==> src/rtl/lcd_pkg.sv <==
// rtl/lcd_pkg.sv - shared types and constants for the LCD command sequencer
package lcd_pkg;

  typedef enum logic [2:0] {
    ST_POWERUP,
    ST_INIT_ISSUE,
    ST_INIT_WAIT,
    ST_IDLE,
    ST_ADDR_ISSUE,
    ST_ADDR_WAIT,
    ST_DATA_ISSUE,
    ST_DATA_WAIT
  } lcd_state_e;

  localparam int SEL_BIT = 10;
  localparam int RW_BIT  = 9;
  localparam int RS_BIT  = 8;

  localparam logic [10:0] IDLE_WORD = 11'h200;

  localparam int         INIT_LEN      = 4;
  localparam logic [7:0] OP_FUNC_SET   = 8'h38;
  localparam logic [7:0] OP_DISP_ON    = 8'h0C;
  localparam logic [7:0] OP_CLEAR      = 8'h01;
  localparam logic [7:0] OP_ENTRY_MODE = 8'h06;
  localparam logic [7:0] OP_SET_DDRAM  = 8'h80;

  function automatic logic [7:0] init_rom(input logic [1:0] idx);
    logic [7:0] op;
    case (idx)
      2'd0:    op = OP_FUNC_SET;
      2'd1:    op = OP_DISP_ON;
      2'd2:    op = OP_CLEAR;
      default: op = OP_ENTRY_MODE;
    endcase
    return op;
  endfunction

endpackage

==> src/rtl/lcd_wait_timer.sv <==
// rtl/lcd_wait_timer.sv - loadable down-counter with zero flag, holds at zero
module lcd_wait_timer #(
  parameter int             W         = 8,
  parameter logic [W-1:0]   RESET_VAL = '0
) (
  input  logic         clk,
  input  logic         rst_n,
  input  logic         load,
  input  logic [W-1:0] load_val,
  output logic         zero
);

  logic [W-1:0] count_q, count_d;

  always_comb begin
    count_d = count_q;
    if (load) begin
      count_d = load_val;
    end else if (count_q != '0) begin
      count_d = count_q - 1'b1;
    end
  end

  // Reset value lets the power-up delay start without an explicit load
  always_ff @(posedge clk or negedge rst_n) begin
    if (!rst_n) begin
      count_q <= RESET_VAL;
    end else begin
      count_q <= count_d;
    end
  end

  assign zero = (count_q == '0);

endmodule

==> src/rtl/lcd_sequencer.sv <==
// rtl/lcd_sequencer.sv - HD44780 init and update sequencer; optional LCD_SEQ_AUTO_REFRESH_EN
module lcd_sequencer
  import lcd_pkg::*;
#(
  parameter int SIZE       = 4,
  parameter int WAIT_SHORT = 2000,
  parameter int WAIT_LONG  = 80000,
  parameter int POWERUP    = 1000000
`ifdef LCD_SEQ_AUTO_REFRESH_EN
  ,
  parameter int REFRESH    = 5000000
`endif
) (
  input  logic        i_clk,
  input  logic        i_rst_n,
  input  logic        i_req,
  input  logic [6:0]  i_addr,
  output logic [10:0] o_comm,
  output logic        o_ready,
  output logic        o_busy,
  output logic        o_done
);

  localparam int MAXW = (WAIT_LONG > POWERUP) ? WAIT_LONG : POWERUP;
  localparam int CW   = $clog2(MAXW) + 1;
  localparam logic [CW-1:0] SHORT_LD = CW'(WAIT_SHORT - 1);
  localparam logic [CW-1:0] LONG_LD  = CW'(WAIT_LONG - 1);
  localparam logic [CW-1:0] PWR_LD   = CW'(POWERUP - 1);
  localparam logic [7:0]    LAST_SLOT = 8'(SIZE - 1);

  lcd_state_e  state_q, state_d;
  logic [1:0]  init_idx_q, init_idx_d;
  logic [7:0]  slot_q, slot_d;
  logic [6:0]  addr_q, addr_d;
  logic        done_q, done_d;
  logic        tmr_load;
  logic [CW-1:0] tmr_val;
  logic        tmr_zero;
  logic [7:0]  init_op;
  logic        auto_start;

  lcd_wait_timer #(.W(CW), .RESET_VAL(PWR_LD)) u_timer (
    .clk      (i_clk),
    .rst_n    (i_rst_n),
    .load     (tmr_load),
    .load_val (tmr_val),
    .zero     (tmr_zero)
  );

  assign init_op = init_rom(init_idx_q);

`ifdef LCD_SEQ_AUTO_REFRESH_EN
  localparam int RCW = $clog2(REFRESH) + 1;
  localparam logic [RCW-1:0] REF_LD = RCW'(REFRESH - 1);

  logic [RCW-1:0] ref_q, ref_d;
  logic           ref_running;
  logic           update_start;

  assign ref_running  = (state_q != ST_POWERUP) && (state_q != ST_INIT_ISSUE) &&
                        (state_q != ST_INIT_WAIT);
  assign update_start = (state_q == ST_IDLE) && (state_d == ST_ADDR_ISSUE);
  assign auto_start   = (ref_q == '0) && !i_req;

  always_comb begin
    ref_d = ref_q;
    if (update_start) begin
      ref_d = REF_LD;
    end else if (ref_running && ref_q != '0) begin
      ref_d = ref_q - 1'b1;
    end
  end

  always_ff @(posedge i_clk or negedge i_rst_n) begin
    if (!i_rst_n) begin
      ref_q <= REF_LD;
    end else begin
      ref_q <= ref_d;
    end
  end
`else
  assign auto_start = 1'b0;
`endif

  always_comb begin
    state_d    = state_q;
    init_idx_d = init_idx_q;
    slot_d     = slot_q;
    addr_d     = addr_q;
    done_d     = 1'b0;
    tmr_load   = 1'b0;
    tmr_val    = SHORT_LD;
    o_comm     = IDLE_WORD;
    o_ready    = 1'b0;
    o_busy     = 1'b1;

    case (state_q)
      ST_POWERUP: begin
        if (tmr_zero) begin
          init_idx_d = 2'd0;
          state_d    = ST_INIT_ISSUE;
        end
      end
      ST_INIT_ISSUE: begin
        o_comm   = {3'b000, init_op};
        tmr_load = 1'b1;
        tmr_val  = (init_op == OP_CLEAR) ? LONG_LD : SHORT_LD;
        state_d  = ST_INIT_WAIT;
      end
      ST_INIT_WAIT: begin
        if (tmr_zero) begin
          if (init_idx_q == 2'(INIT_LEN - 1)) begin
            state_d = ST_IDLE;
          end else begin
            init_idx_d = init_idx_q + 2'd1;
            state_d    = ST_INIT_ISSUE;
          end
        end
      end
      ST_IDLE: begin
        o_ready = 1'b1;
        o_busy  = 1'b0;
        // External request wins over a refresh expiring in the same cycle
        if (i_req) begin
          addr_d  = i_addr;
          state_d = ST_ADDR_ISSUE;
        end else if (auto_start) begin
          addr_d  = 7'h00;
          state_d = ST_ADDR_ISSUE;
        end
      end
      ST_ADDR_ISSUE: begin
        o_comm   = {3'b000, OP_SET_DDRAM | {1'b0, addr_q}};
        tmr_load = 1'b1;
        state_d  = ST_ADDR_WAIT;
      end
      ST_ADDR_WAIT: begin
        if (tmr_zero) begin
          slot_d  = 8'd1;
          state_d = ST_DATA_ISSUE;
        end
      end
      ST_DATA_ISSUE: begin
        o_comm          = 11'h000;
        o_comm[SEL_BIT] = 1'b1;
        o_comm[RW_BIT]  = 1'b0;
        o_comm[RS_BIT]  = 1'b1;
        o_comm[7:0]     = slot_q - 8'd1;
        tmr_load        = 1'b1;
        state_d         = ST_DATA_WAIT;
      end
      ST_DATA_WAIT: begin
        if (tmr_zero) begin
          if (slot_q == LAST_SLOT) begin
            done_d  = 1'b1;
            state_d = ST_IDLE;
          end else begin
            slot_d  = slot_q + 8'd1;
            state_d = ST_DATA_ISSUE;
          end
        end
      end
      default: state_d = ST_POWERUP;
    endcase
  end

  always_ff @(posedge i_clk or negedge i_rst_n) begin
    if (!i_rst_n) begin
      state_q    <= ST_POWERUP;
      init_idx_q <= 2'd0;
      slot_q     <= 8'd0;
      addr_q     <= 7'd0;
      done_q     <= 1'b0;
    end else begin
      state_q    <= state_d;
      init_idx_q <= init_idx_d;
      slot_q     <= slot_d;
      addr_q     <= addr_d;
      done_q     <= done_d;
    end
  end

  assign o_done = done_q;

endmodule

==> config.mk <==
export PLATFORM = sky130hd
export DESIGN_NAME = lcd_sequencer
export DESIGN_NICKNAME = d
export VERILOG_FILES = /design/src/rtl/lcd_pkg.sv /design/src/rtl/lcd_wait_timer.sv /design/src/rtl/lcd_sequencer.sv
export SDC_FILE = /design/constraint.sdc
export NUM_CORES = 1
export LEC_CHECK = 0
export CAP_MARGIN = 10
export CORE_MARGIN = 5
export CORE_UTILIZATION = 53
export DETAILED_ROUTE_END_ITERATION = 8
export PLACE_DENSITY_LB_ADDON = 0.12
export SYNTH_ARGS = -nofsm -noshare
export SYNTH_HDL_FRONTEND = slang
export SYNTH_SLANG_ARGS = --single-unit
==> constraint.sdc <==
create_clock -name i_clk -period 4.7 [get_ports i_clk]
set_input_delay 0.705 -clock i_clk [delete_from_list [all_inputs] [get_ports i_clk]]
set_output_delay 0.705 -clock i_clk [all_outputs]
set_load 0.01 [all_outputs]
==> run summary, run 1 <==
Detailed Route Iter0 Violations: 91
Leakage: 1.28 nW
fillers: 416
Max Clk Rate: 0.297 GHz
GP Congestion: 0.855
DP HPWL: 3940 microns
all-layer global routing usage: 19.1%
Post-CTS Hold Buffers: 0
synth unique cells: 56
ANT nets after route: 0
commonest cells in the netlist: 30 x dfrtp_1, 30 x nor2_1, 26 x nand2_1
H-tree depth: 2
Final nets: 319
vias in the first global route: 1971
CTS root buf: clkbuf_8
Synth area leaders: dfrtp_1 28%, dfstp_2 12%, ha_1 4.3%, nor2_1 4.3%, xor2_1 4.0%
final setup fails: 0
Overflow after GRT: 0
TritonCTS clock tree: built
Synth Cell Area: 0.00265 sq mm
peak supply drop: 0.164 mV
RSZ-0062 raised after global routing: no
total negative slack for setup checks: 0 ps
Clk pin slew, worst setup/hold paths: 80 ps
Initial Util: 55.3%
Synth area leader: dfrtp_1
Synth Flop Type: dfrtp_1
Net Count, Synth: 301
status: finished clean
share of layout cells above drive strength 1: 15.9%
DR vias/cell: 5.63
Yosys warning total: 0
DRC Markers: 0
via count: 2071
Setup Buffers After CTS: 0
Worst setup SP type: flop
total power: 607 uW
CP Class: flop to output pin
largest net degree at the start of global routing: 43
Cells after Synth: 282
min Tclk post-route: 3360 ps
I/O Pins: 24
total wire length: 5620 microns
Final Cycle Share: 71.5%
Mean Syn Cell Area: 9.38 sq um
router iterations before antenna repair: 4
final hold violations: 0
worst slew pin tran: 936 ps
chip width: 80.7 microns
core area: 0.00479 sq mm
fin. max-slew vios: 0
routed wire length per instance: 15.3 microns
row count: 25
Seq/Total Area, Yosys: 40.3%
first-pass GRT wire length: 9530 microns
Die ar.: 0.00651 sq mm
max_slew headroom: 37.6%
worst hold-check path type: flop to flop
clock tree buffer depth: 2
Worst Skew: 6.53 ps
Num CTS Buffers: 5
Yosys reg bits: 42
asr flop ratio synth: 100%
CTS sink count: 42
Yosys top cell area share: 28.4%
Crit path arrival time: 2660 ps
Required @ worst endpoint: 3990 ps
CP Capture Type: output pin
Port Buf Inserts: 23
Antenna diodes: 0
Resized Gates After CTS: 0
number of synthesized flops with an enable pin: 0
Sequential cell area: 0.00107 sq mm
initial antenna violation count: 0
clock latency at the later pin of the worst-skew pair: 300 ps
area of the multi-input gates: 0.00146 sq mm
pwr/cell area: 204 mW/mm^2
crit path max fanout: 30
synth-to-layout area growth: 12.3%
max_cap viols: 0
Die H: 80.7 microns
-- cell usage in the layout (no fill, tap or decap), types with 4 or more instances in the layout --
cell             netlist  final
nor4_2                 6      6
nand2_1               26     26
nor3b_1                4      4
clkbuf_8               1      5
dfrtp_1               30     30
xor2_1                12     12
or2_2                  6      6
mux2_2                 7      7
nand3_1                5      5
mux2i_1                5      5
nor4_1                 8      8
o22ai_1                6      6
dfstp_2               12     12
a21boi_0               4      4
nor3_1                 7      7
a31o_2                 4      4
ha_1                   9      9
clkdlybuf4s50_1        0     22
nor2_1                30     30
xnor2_1                9      9
a21oi_1               13     13
o21ai_0                7      7
inv_1                 12     12
-- where the power goes --
group | total (mW) | internal [mW] | switching (mW)
clock network | 0.232 | 0.106 | 0.126
registers | 0.362 | 0.362 | 0
logic | 0.0139 | 0.00610 | 0.00784
total | 0.607 | 0.473 | 0.134
-- critical path: stages, from the launching register on --
cell	delay [ps]
dfrtp_1	920
inv_1	330
and3_1	400
o21bai_1	220
clkdlybuf4s50_1	490
-- through the flow --
stage	setup slack, ps	area [sq um]	cells	util, %	hold slack, ps
global route	1160	2970	368	62.1	520
detailed placement	1680	2890	360	60.4	479
CTS	1360	2970	368	62.1	490
global placement	1680	2890	360	60.4	477
finish	1340	2970	368	62.1	486
floorplan	2340	2650	282	-	409
-- area by class of cell --
cell class              count  area share [%]
clock buffers               8            2.69
repair buffers             24            7.83
multi-input cells         214            49.1
flip-flops and latches     42            35.9
well taps                  67            2.82
inverters                  13            1.64
-- worst paths after layout --
kind                                     startpoint             endpoint  slack (ps)  depth (start not counted)
worst min-delay path            u_timer.count_q[19]  u_timer.count_q[19]         490                          2
min in group asynchronous                   i_rst_n               o_done         550                          1
worst min register to register  u_timer.count_q[19]  u_timer.count_q[19]         490                          2
worst max-delay path                     state_q[1]            o_comm[0]        1340                          4
max in group asynchronous                   i_rst_n   u_timer.count_q[6]        3580                          1
worst max register to register   u_timer.count_q[0]            slot_q[3]        2310                          7
-- layer usage --
layer,wire [microns],global-route usage [%]
met2,2560,28.1
met4,58,7.60
met3,196,4.15
met1,2800,27.1
met5,0,0
-- state kept, by name, indices dropped and copies added, names as in the netlist --
register / cells
slot_q: 8
init_idx_q: 2
o_done: 1
state_q: 3
addr_q: 7
u_timer.count_q: 21
-- kinds of logic after synthesis --
family,after synthesis,share of synthesized area (%)
AND/OR/NAND/NOR,119,25.9
AO/OA/AOI/OAI,52,12.6
flip-flops,42,40.3
buffers and inverters,26,4.54
XOR/XNOR,21,6.95
multiplexers,13,5.44
adder cells (fa/ha/maj),9,4.26
(Power assumes the default switching activity.)
==> inputs of run 2 (changes only) <==
==> constraint.sdc (replaced) <==
create_clock -name i_clk -period 3.3 [get_ports i_clk]
set_input_delay 0.495 -clock i_clk [delete_from_list [all_inputs] [get_ports i_clk]]
set_output_delay 0.495 -clock i_clk [all_outputs]
set_load 0.01 [all_outputs]
==> run summary, run 2 (synthesis results as in run 1) <==
Initial Util: 55.3% (unchanged)
crit path max fanout: 8 (-73%)
row count: 25 (unchanged)
crit-path cells: or4_1, nor4_1, xnor2_1, a21oi_1, clkdlybuf4s50_1
peak supply drop: 0.195 mV (+19%)
CP max-delay cell: or4_1
worst slew pin tran: 934 ps (-1.56 ps)
RSZ-0062 raised after global routing: no
total wire length: 5760 microns (+2.5%)
core area: 0.00479 sq mm (unchanged)
share of layout cells above drive strength 1: 17.1% (+1.2 points)
Required @ worst endpoint: 2800 ps (-1190 ps)
routed wire length per instance: 15.5 microns (+1.7%)
Crit path arrival time: 2450 ps (-210 ps)
CTS root buf: clkbuf_8
synth-to-layout area growth: 14.1%
Final Cycle Share: 89.2%
pwr/cell area: 309 mW/mm^2 (+51%)
Setup Buffers After CTS: 0 (unchanged)
Leakage: 1.31 nW (+2.2%)
DR vias/cell: 5.60 (-0.47%)
Reg with most FFs: u_timer.count_q
Clk pin slew, worst setup/hold paths: 80 ps (about the same)
DRC Markers: 0 (unchanged)
I/O Pins: 24 (unchanged)
max_slew headroom: 37.7% (+0.10 points)
most frequent cells in the layout: 30 x nor2_1, 30 x dfrtp_1, 26 x nand2_1, 22 x clkdlybuf4s50_1, 13 x a21oi_1
worst hold-check path type: input pin to async pin
Num CTS Buffers: 5 (unchanged)
clock tree buffer depth: 2 (unchanged)
Port Buf Inserts: 23 (unchanged)
final hold violations: 0 (unchanged)
router iterations before antenna repair: 4 (unchanged)
all-layer global routing usage: 19.6% (+0.51 points)
min Tclk post-route: 2940 ps
chip width: 80.7 microns (unchanged)
Detailed Route Iter0 Violations: 156 (+71%)
first-pass GRT wire length: 9890 microns (+3.8%)
R2R Path End: slot_q[3]
Buf+Inv Stages, Crit Path: 1 (-1)
vias in the first global route: 1993 (+1.1%)
Final nets: 322 (+0.94%)
Post-CTS Hold Buffers: 0 (unchanged)
via count: 2078 (+0.34%)
initial antenna violation count: 0 (unchanged)
Critical Path Source: slot_q[3]
Worst Skew: 9.90 ps (+3.37 ps)
setup ws final: 356 ps (-981 ps)
CP delay by family, top: simple AND/OR/NAND/NOR gates
stages on the worst setup path: 5 (+1)
fillers: 404 (-2.9%)
Antenna diodes: 0 (unchanged)
Worst setup SP type: flop
fin. max-slew vios: 0 (unchanged)
worst hold slack: 335 ps (-151 ps)
R2R Path Start: u_timer.count_q[0]
total negative slack for setup checks: 0 ps (unchanged)
Max Clk Rate: 0.340 GHz
max_cap viols: 0 (unchanged)
status: finished clean
Die H: 80.7 microns (unchanged)
Largest regs: u_timer.count_q x21, slot_q x8, addr_q x7
max reg flops: 21 (unchanged)
ANT nets after route: 0 (unchanged)
Overflow after GRT: 0 (unchanged)
DP HPWL: 4090 microns (+3.9%)
TritonCTS clock tree: built
Critical Path Max Stage Delay: 640 ps (-280 ps)
worst r2r path cells: 7 (unchanged)
total power: 932 uW (+54%)
Die ar.: 0.00651 sq mm (unchanged)
largest net degree at the start of global routing: 43 (unchanged)
dpl ws: 678 ps (-1010 ps)
CP Capture Type: output pin
CP Capture Point: o_comm[7]
flop-to-flop setup slack: 850 ps (-1460 ps)
H-tree depth: 2 (unchanged)
final setup fails: 0 (unchanged)
CTS sink count: 42 (unchanged)
GP Congestion: 0.828 (-3.2%)
CP Class: flop to output pin
clock latency at the later pin of the worst-skew pair: 290 ps (about the same)
Resized Gates After CTS: 0 (unchanged)
[run 2: layer usage]
metal	track usage (%)	share of wire, %
met5	0	0
met4	5.07	0.35
met3	3.25	5.0
met2	29.6	45
met1	28.9	49
[run 2: worst min path at each step]
stage / start / to / cells after the start
final: i_rst_n / slot_q[2] / 1
after global routing: i_rst_n / u_timer.count_q[20] / 1
after CTS: i_rst_n / o_done / 1
after detailed placement: u_timer.count_q[19] / u_timer.count_q[19] / 2
after global placement: u_timer.count_q[19] / u_timer.count_q[19] / 2
after floorplan: i_rst_n / addr_q[0] / 0
[run 2: area by class of cell]
type / count / area, sq um / area share, %
multi-input cells: 214 / 1460 / 48.3
repair buffers: 27 / 255 / 8.45
clock inverters: 1 / 30.0 / 0.994
clock buffers: 7 / 76.3 / 2.53
flip-flops and latches: 42 / 1070 / 35.3
inverters: 13 / 48.8 / 1.62
well taps: 67 / 83.8 / 2.78
[run 2: power breakdown]
| part | leakage [nW] | internal (mW) | switching, mW |
|---|---|---|---|
| combinational | 0.736 | 0.00868 | 0.0110 |
| sequential | 0.523 | 0.515 | 0 |
| clock | 0.0524 | 0.227 | 0.171 |
| total | 1.31 | 0.750 | 0.182 |
[run 2: worst register-to-register path: stages, from the launching register on]
cell and delay [ps]:
dfstp_2 400, inv_1 100, ha_1 160, nor3b_1 380, nand4_4 280, nor3_4 590, a21boi_0 200, a31o_2 250
[run 2: stage by stage]
stage | instances | utilization (%) | cell area (sq um)
after floorplan | 282 | - | 2650
after global placement | 363 | 60.9 | 2910
after detailed placement | 363 | 60.9 | 2910
after CTS | 371 | 63.1 | 3020
after global routing | 371 | 63.1 | 3020
final | 371 | 63.1 | 3020
